### src/rtl/mux_nway_scan.sv
// Registered N-way channel multiplexer with a manual select mode and a
// one-shot ascending scan over a latched set of enabled channels. The output
// is a single valid/ready register stage.
module mux_nway_scan #(
  parameter int WIDTH    = 8,
  parameter int CHANNELS = 8,
  localparam int SEL_W   = $clog2(CHANNELS)
) (
  input  logic                      clk,
  input  logic                      rst,
  input  logic [CHANNELS*WIDTH-1:0] in_bus,
  input  logic                      mode,
  input  logic [SEL_W-1:0]          sel_in,
  input  logic [CHANNELS-1:0]       en_mask,
  input  logic                      start,
  output logic [WIDTH-1:0]          out_data,
  output logic [SEL_W-1:0]          out_sel,
  output logic                      out_valid,
  input  logic                      out_ready,
  output logic                      busy,
  output logic                      done
);

  localparam logic [1:0] StIdle = 2'd0;
  localparam logic [1:0] StScan = 2'd1;
  localparam logic [1:0] StDone = 2'd2;

  logic [1:0]          state_q, state_d;
  // Channels still to be emitted in the current scan; bits clear as beats load.
  logic [CHANNELS-1:0] mask_q, mask_d;
  // Set when the beat sitting in the output register is the final scan beat.
  logic                last_q, last_d;
  logic [WIDTH-1:0]    data_q, data_d;
  logic [SEL_W-1:0]    sel_q, sel_d;
  logic                valid_q, valid_d;

  logic [WIDTH-1:0]    chan [CHANNELS];
  logic [WIDTH-1:0]    manual_data;
  logic [WIDTH-1:0]    scan_data;
  logic [SEL_W-1:0]    scan_sel;
  logic [CHANNELS-1:0] mask_rest;
  logic                load;
  logic                fire;

  // Split the flat input bus into per-channel words.
  always_comb begin
    for (int k = 0; k < CHANNELS; k++) begin
      chan[k] = in_bus[k*WIDTH +: WIDTH];
    end
  end

  // Manual select; an index beyond the last channel yields zero data.
  always_comb begin
    manual_data = '0;
    for (int k = 0; k < CHANNELS; k++) begin
      if (sel_in == SEL_W'(k)) manual_data = chan[k];
    end
  end

  // Lowest pending channel; descending loop so the lowest match wins.
  always_comb begin
    scan_data = '0;
    scan_sel  = '0;
    for (int k = CHANNELS - 1; k >= 0; k--) begin
      if (mask_q[k]) begin
        scan_data = chan[k];
        scan_sel  = SEL_W'(k);
      end
    end
  end

  // Clearing the lowest set bit drops the channel about to be emitted.
  assign mask_rest = mask_q & (mask_q - CHANNELS'(1));
  assign load      = !valid_q || out_ready;
  assign fire      = valid_q && out_ready;

  // Next-state for the FSM, the scan bookkeeping and the output register.
  always_comb begin
    state_d = state_q;
    mask_d  = mask_q;
    last_d  = last_q;
    data_d  = data_q;
    sel_d   = sel_q;
    valid_d = valid_q;
    case (state_q)
      StIdle: begin
        if (!mode) begin
          if (load) begin
            data_d  = manual_data;
            sel_d   = sel_in;
            valid_d = 1'b1;
          end
        end else begin
          if (load) valid_d = 1'b0;
          if (start) begin
            mask_d  = en_mask;
            last_d  = 1'b0;
            state_d = (en_mask == '0) ? StDone : StScan;
          end
        end
      end
      StScan: begin
        if (load) begin
          if (mask_q != '0) begin
            data_d  = scan_data;
            sel_d   = scan_sel;
            valid_d = 1'b1;
            mask_d  = mask_rest;
            last_d  = (mask_rest == '0);
          end else begin
            valid_d = 1'b0;
          end
        end
        // Final beat leaving the register: nothing is left to load, so the
        // register is empty on entry to StDone.
        if (fire && last_q) begin
          last_d  = 1'b0;
          state_d = StDone;
        end
      end
      StDone: begin
        if (load) valid_d = 1'b0;
        state_d = StIdle;
      end
      default: begin
        state_d = StIdle;
      end
    endcase
  end

  // State and output register, asynchronously cleared.
  always_ff @(posedge clk or posedge rst) begin
    if (rst) begin
      state_q <= StIdle;
      mask_q  <= '0;
      last_q  <= 1'b0;
      data_q  <= '0;
      sel_q   <= '0;
      valid_q <= 1'b0;
    end else begin
      state_q <= state_d;
      mask_q  <= mask_d;
      last_q  <= last_d;
      data_q  <= data_d;
      sel_q   <= sel_d;
      valid_q <= valid_d;
    end
  end

  assign out_data  = data_q;
  assign out_sel   = sel_q;
  assign out_valid = valid_q;
  assign busy      = (state_q == StScan);
  assign done      = (state_q == StDone);

endmodule

### config.mk
export PLATFORM = sky130hd
export DESIGN_NAME = mux_nway_scan
export DESIGN_NICKNAME = d
export VERILOG_FILES = /design/src/rtl/mux_nway_scan.sv
export SDC_FILE = /design/constraint.sdc
export NUM_CORES = 1
export LEC_CHECK = 0
export CAP_MARGIN = 15
export CORE_MARGIN = 3
export CORE_UTILIZATION = 34
export CTS_CLUSTER_DIAMETER = 100
export DETAILED_ROUTE_END_ITERATION = 16
export PLACE_DENSITY = 0.64
export SLEW_MARGIN = 40
export SYNTH_ARGS = -nofsm -noshare
export SYNTH_HDL_FRONTEND = slang
export SYNTH_SLANG_ARGS = --single-unit
### constraint.sdc
create_clock -name clk -period 2.39 [get_ports clk]
set_input_delay 0.478 -clock clk [delete_from_list [all_inputs] [get_ports clk]]
set_output_delay 0.478 -clock clk [all_outputs]
set_load 0.02 [all_outputs]
# After elaboration in Yosys (flattened, before gate mapping)
# Index checks and enable logic that the tools add are counted.
# totals
reg_bits	23
latch_bits	0
ram_bits	0
rom_bits	0
inputBits	80
mem_count	0
# classes
add_sub_neg	1
n_mul	0
n_div	0
magnitude_cmp	0
eq_ne	19
shifts	0
n_mux	56
bitwise_logic	1
n_reduce_logical	16
# ops
op	count
two-way mux 8 bit	24
two-way mux 3 bit	12
one-hot mux 8 bit (2 select lines)	2
logical NOT 8 bit	2
AND reduction 5 bit	3
== test 3 bit (second input constant)	4
two-way mux 1 bit	10
bitwise AND 8 bit	1
two-way mux 2 bit	4
inequality test 2 bit (second input constant)	4
nonzero test 8 bit	1
subtractor 8 x 1 -> 8 bit (second input constant)	1
== test 3 x 2 -> 1 bit (second input constant)	2
inequality test 2 x 1 -> 1 bit (second input constant)	3
inequality test 3 x 1 -> 1 bit (second input constant)	2
one-hot mux 3 bit (2 select lines)	1
AND reduction 3 bit	2
one-hot mux 2 bit (2 select lines)	1
== test 3 x 1 -> 1 bit (second input constant)	1
logical NOT 3 bit	1
inequality test 3 bit (second input constant)	1
one-hot mux 1 bit (3 select lines)	1
nonzero test 3 bit	1
== test 2 x 1 -> 1 bit (second input constant)	1
other kinds (7)	8

# Depth between registers and ports, before layout
# logic_depth
ltp_word	12
ltp_mapped	8
depth_no_buf	7

# Least setup slack after synthesis
# No wires, ideal clock.
# synth_path
path_type	reg-to-reg
start	reg state_q[1]
end	reg data_q[4], in the netlist out_data[4]
setup_ns	0.132
arrival_time_ns	1.873
setup_slack_ns	0.385
path_stages_with_launch	9
path_buffers	2
cell_sequence	dfrtp_1 > inv_1 > ha_1 > buf_2 > nor2_1 > a211o_1 > a41oi_4 > buf_6 > a31oi_1
# synth_between
elab_chain_cells	3
elab_cells_between_ends	9
classes_between	eq/ne: 5; mux: 1; reduce/logical: 3
# synth_lines
element	line	rtl
start: declaration	28	logic [1:0] state_q, state_d;
start signal: assignment	134	state_q <= StIdle;
start signal: assignment	141	state_q <= state_d;
== test 2 x 1 -> 1 bit (*)	-	
named net busy	20	output logic busy,
inequality test 2 x 1 -> 1 bit (no source line) / nonzero test 2 bit (equally long branches)	-	
AND reduction 5 bit (no source line)	-	
end signal: assignment	144	data_q <= data_d;
end: declaration	33	logic [WIDTH-1:0] data_q, data_d;
# The timed path passes the listed nets; every way through them passes the cells marked *.
# A chain may end at the register's enable or synchronous reset.

# Worst setup path in the final report
# layout_path
start	reg state_q[1]
end	out busy
# layout_between
elab_chain_cells	1
# layout_lines
element	line	rtl
== test 2 x 1 -> 1 bit	153	assign busy = (state_q == StScan);
end: declaration	20	
# No other way between the ends.

==> out/results.ini <==
[grt]
grt_max_degree=24
grt_pass1_wl_um=14810
overflow=0
antenna_found_initial=0
grt_pass1_vias=2881
gr-usage-all-layers=0.2450

[outcome]
outcome=complete, no violations

[floorplanning]
dieWidth_um=88.71
core_um2=6495
core.rowCount=29
die_y_um=88.71
start_util=0.3581
die_area_um2=7869
boundaryPins=94

[pwr]
power_frac_seq=0.216
p_sw_mw=1.915
ir_drop_mv=0.6870
clockPowerShare=0.072
power_mw=3.836
switching_share=0.4993
p_int_mw=1.921
pwr-share-comb=0.712
leakage_nw=1.354
power.density_nw_per_um2=1113

[synth]
synth-seq-cells=23
netlist_instances=285
avgSynthCellArea_um2=8.161
async_flop_share=1.000
syn-cell-area_um2=2326
synth_top_area_share=0.2474
synth-edff-count=0
syn-num-nets=368
yosys_most_used_dff=dfrtp_1
synth_top_cell_by_area=dfrtp_1
yosys-top-cells-area=dfrtp_1 25%, mux2i_1 8.2%, a221oi_1 6.4%
synth.yosys.seq_area_share=0.2474
yosysMostFrequentCell=nand2_1
ys_top_cells_by_count=25 x nand2_1, 24 x nor2_1, 23 x dfrtp_1
synth_cell_types=54
ys_warn_count=0

[min_path]
hold_path.class=flop to flop

[worst_setup_path]
crit_required_ns=1.91
startpoint_type=flop
path_cells=inv_1 -> ha_1 -> clkdlybuf4s50_1
rrSetupSlack_ns=0.36
crit_path_max_incr_delay_ns=0.66
arrival_ns=1.70
crit_slowest_cell=clkdlybuf4s50_1
critPathKind=flop to output port
setup.worst_path.end_class=output port
crit_fanout=6

[timing]
maxSlewHeadroom=0.4638
hold_viol_final=0
tns_ns=0
fmax_mhz=458.2
rsz0062_at_grt=no
fin_crit_sh=0.9132
tightest_slew_ns=0.8026
clock_skew_ns=0.01770
fin_crit_ns=2.183
setup-violations-final=0
slew_violations=0

[detailed_routing]
vias=2928
ant_nets=0
vias_per_cell=6.379
wl_per_cell_um=21.33
first_pass_iters=5
routed_wl_um=9789
post-route-drc-count=0
drt_iter0_drc=345

[clocking]
cts.hold.buffers_added=0
cts_root_buffer=clkbuf_8
cts_resized=0
cts.htree.levels=1
clock_path_buffers=2
numCtsBuffers=3
post_cts_buffers=0
clock_latency_ns=0.28
path_clk_slew_ns=0.11
cts_tree=done
cts.sink_count=23

[place]
gp_congestion=0.9061
portBuffers=93
placed_area_um2=3398
hpwl_um=7125

[flow_run]
timing.max_cap.violations=0

[layout]
final_area_um2=3447
diodes=0
drive_above_1_share=0.09686
multiInputGateArea_um2=1558
seq_area_um2=575.6
area_growth_pct=48.20
fin_nets=466
final_core_util=0.5307
fillCellCount=640

-- registers in the layout, summed over array words and instances (netlist names) --
register,cells
out_valid,1
mask_q,8
out_sel,3
state_q,2
last_q,1
out_data,8
-- worst max-delay path, delay by kind of cell (launching register included) --
kind	cells	cell delay (ns)
buffers and inverters	2	0.74
flip-flops	1	0.41
adder cells (fa/ha/maj)	1	0.28
-- through the flow --
stage,hold slack [ns],std cells,setup slack (ns)
6_report,0.5228,459,0.2073
3_3_place_gp,0.4993,455,0.06001
5_1_grt,0.5253,459,0.1247
2_1_floorplan,0.4799,285,0.3854
3_5_place_dp,0.4971,455,0.03639
4_1_cts,0.5208,459,0.2025
-- metal layers --
metal | vias to the layer above | part of all wire | track usage
met5 | - | 0 | 0
met4 | 0 | 0.027 | 0.09066
met3 | 32 | 0.10 | 0.04935
met2 | 198 | 0.47 | 0.4170
met1 | 1373 | 0.40 | 0.3045
li1 | 1325 | - | -
-- power groups by stage --
stage                     combinational, mW  sequential, mW  clock (mW)
after global placement                 2.65           0.827           0
after global routing                   2.96           0.852       0.295
final                                  2.73           0.828       0.276
after detailed placement               2.68           0.826           0
after CTS                              2.69           0.821       0.274
after floorplan                        1.63           0.873           0
-- cell usage in the layout (no fill, tap or decap), types with 5 or more instances in the layout --
cell,count
clkdlybuf4s50_1,93
nand2_1,25
nor2_1,24
dfrtp_1,23
buf_4,20
mux2i_1,19
o22ai_1,18
a221oi_1,17
inv_1,15
o21ai_0,12
a31oi_1,12
nor3_1,9
o221ai_1,9
a21oi_1,7
a22oi_1,7
a22o_1,6
a221o_1,6
a32oi_1,6
nor2b_1,5
-- area by class of cell --
class | instances | area share
repair buffers | 114 | 0.3194
multi-input cells | 223 | 0.4519
clock buffers | 3 | 0.01198
well taps | 77 | 0.02795
inverters | 18 | 0.01960
flip-flops and latches | 23 | 0.1670
clock inverters | 1 | 0.002178
-- final timing paths --
kind                                  start           to  cells after the start
worst min register to register  out_data[6]  out_data[6]                      1
worst max register to register   state_q[0]   out_sel[0]                      8
min in group asynchronous               rst  out_data[3]                      3
max in group asynchronous               rst    mask_q[7]                      3
worst min-delay path            out_data[6]  out_data[6]                      1
worst max-delay path             state_q[1]         busy                      3
-- cell families (layout without fill, tap and decap cells) --
| group | count (synthesis) | count (layout) | share of synthesized area |
|---|---|---|---|
| AO/OA/AOI/OAI | 114 | 114 | 0.3696 |
| adder cells (fa/ha/maj) | 5 | 5 | 0.02528 |
| buffers and inverters | 39 | 136 | 0.08283 |
| flip-flops | 23 | 23 | 0.2474 |
| multiplexers | 22 | 22 | 0.1011 |
| AND/OR/NAND/NOR | 82 | 82 | 0.1738 |
Note: power is estimated with default switching activity, not from simulation.
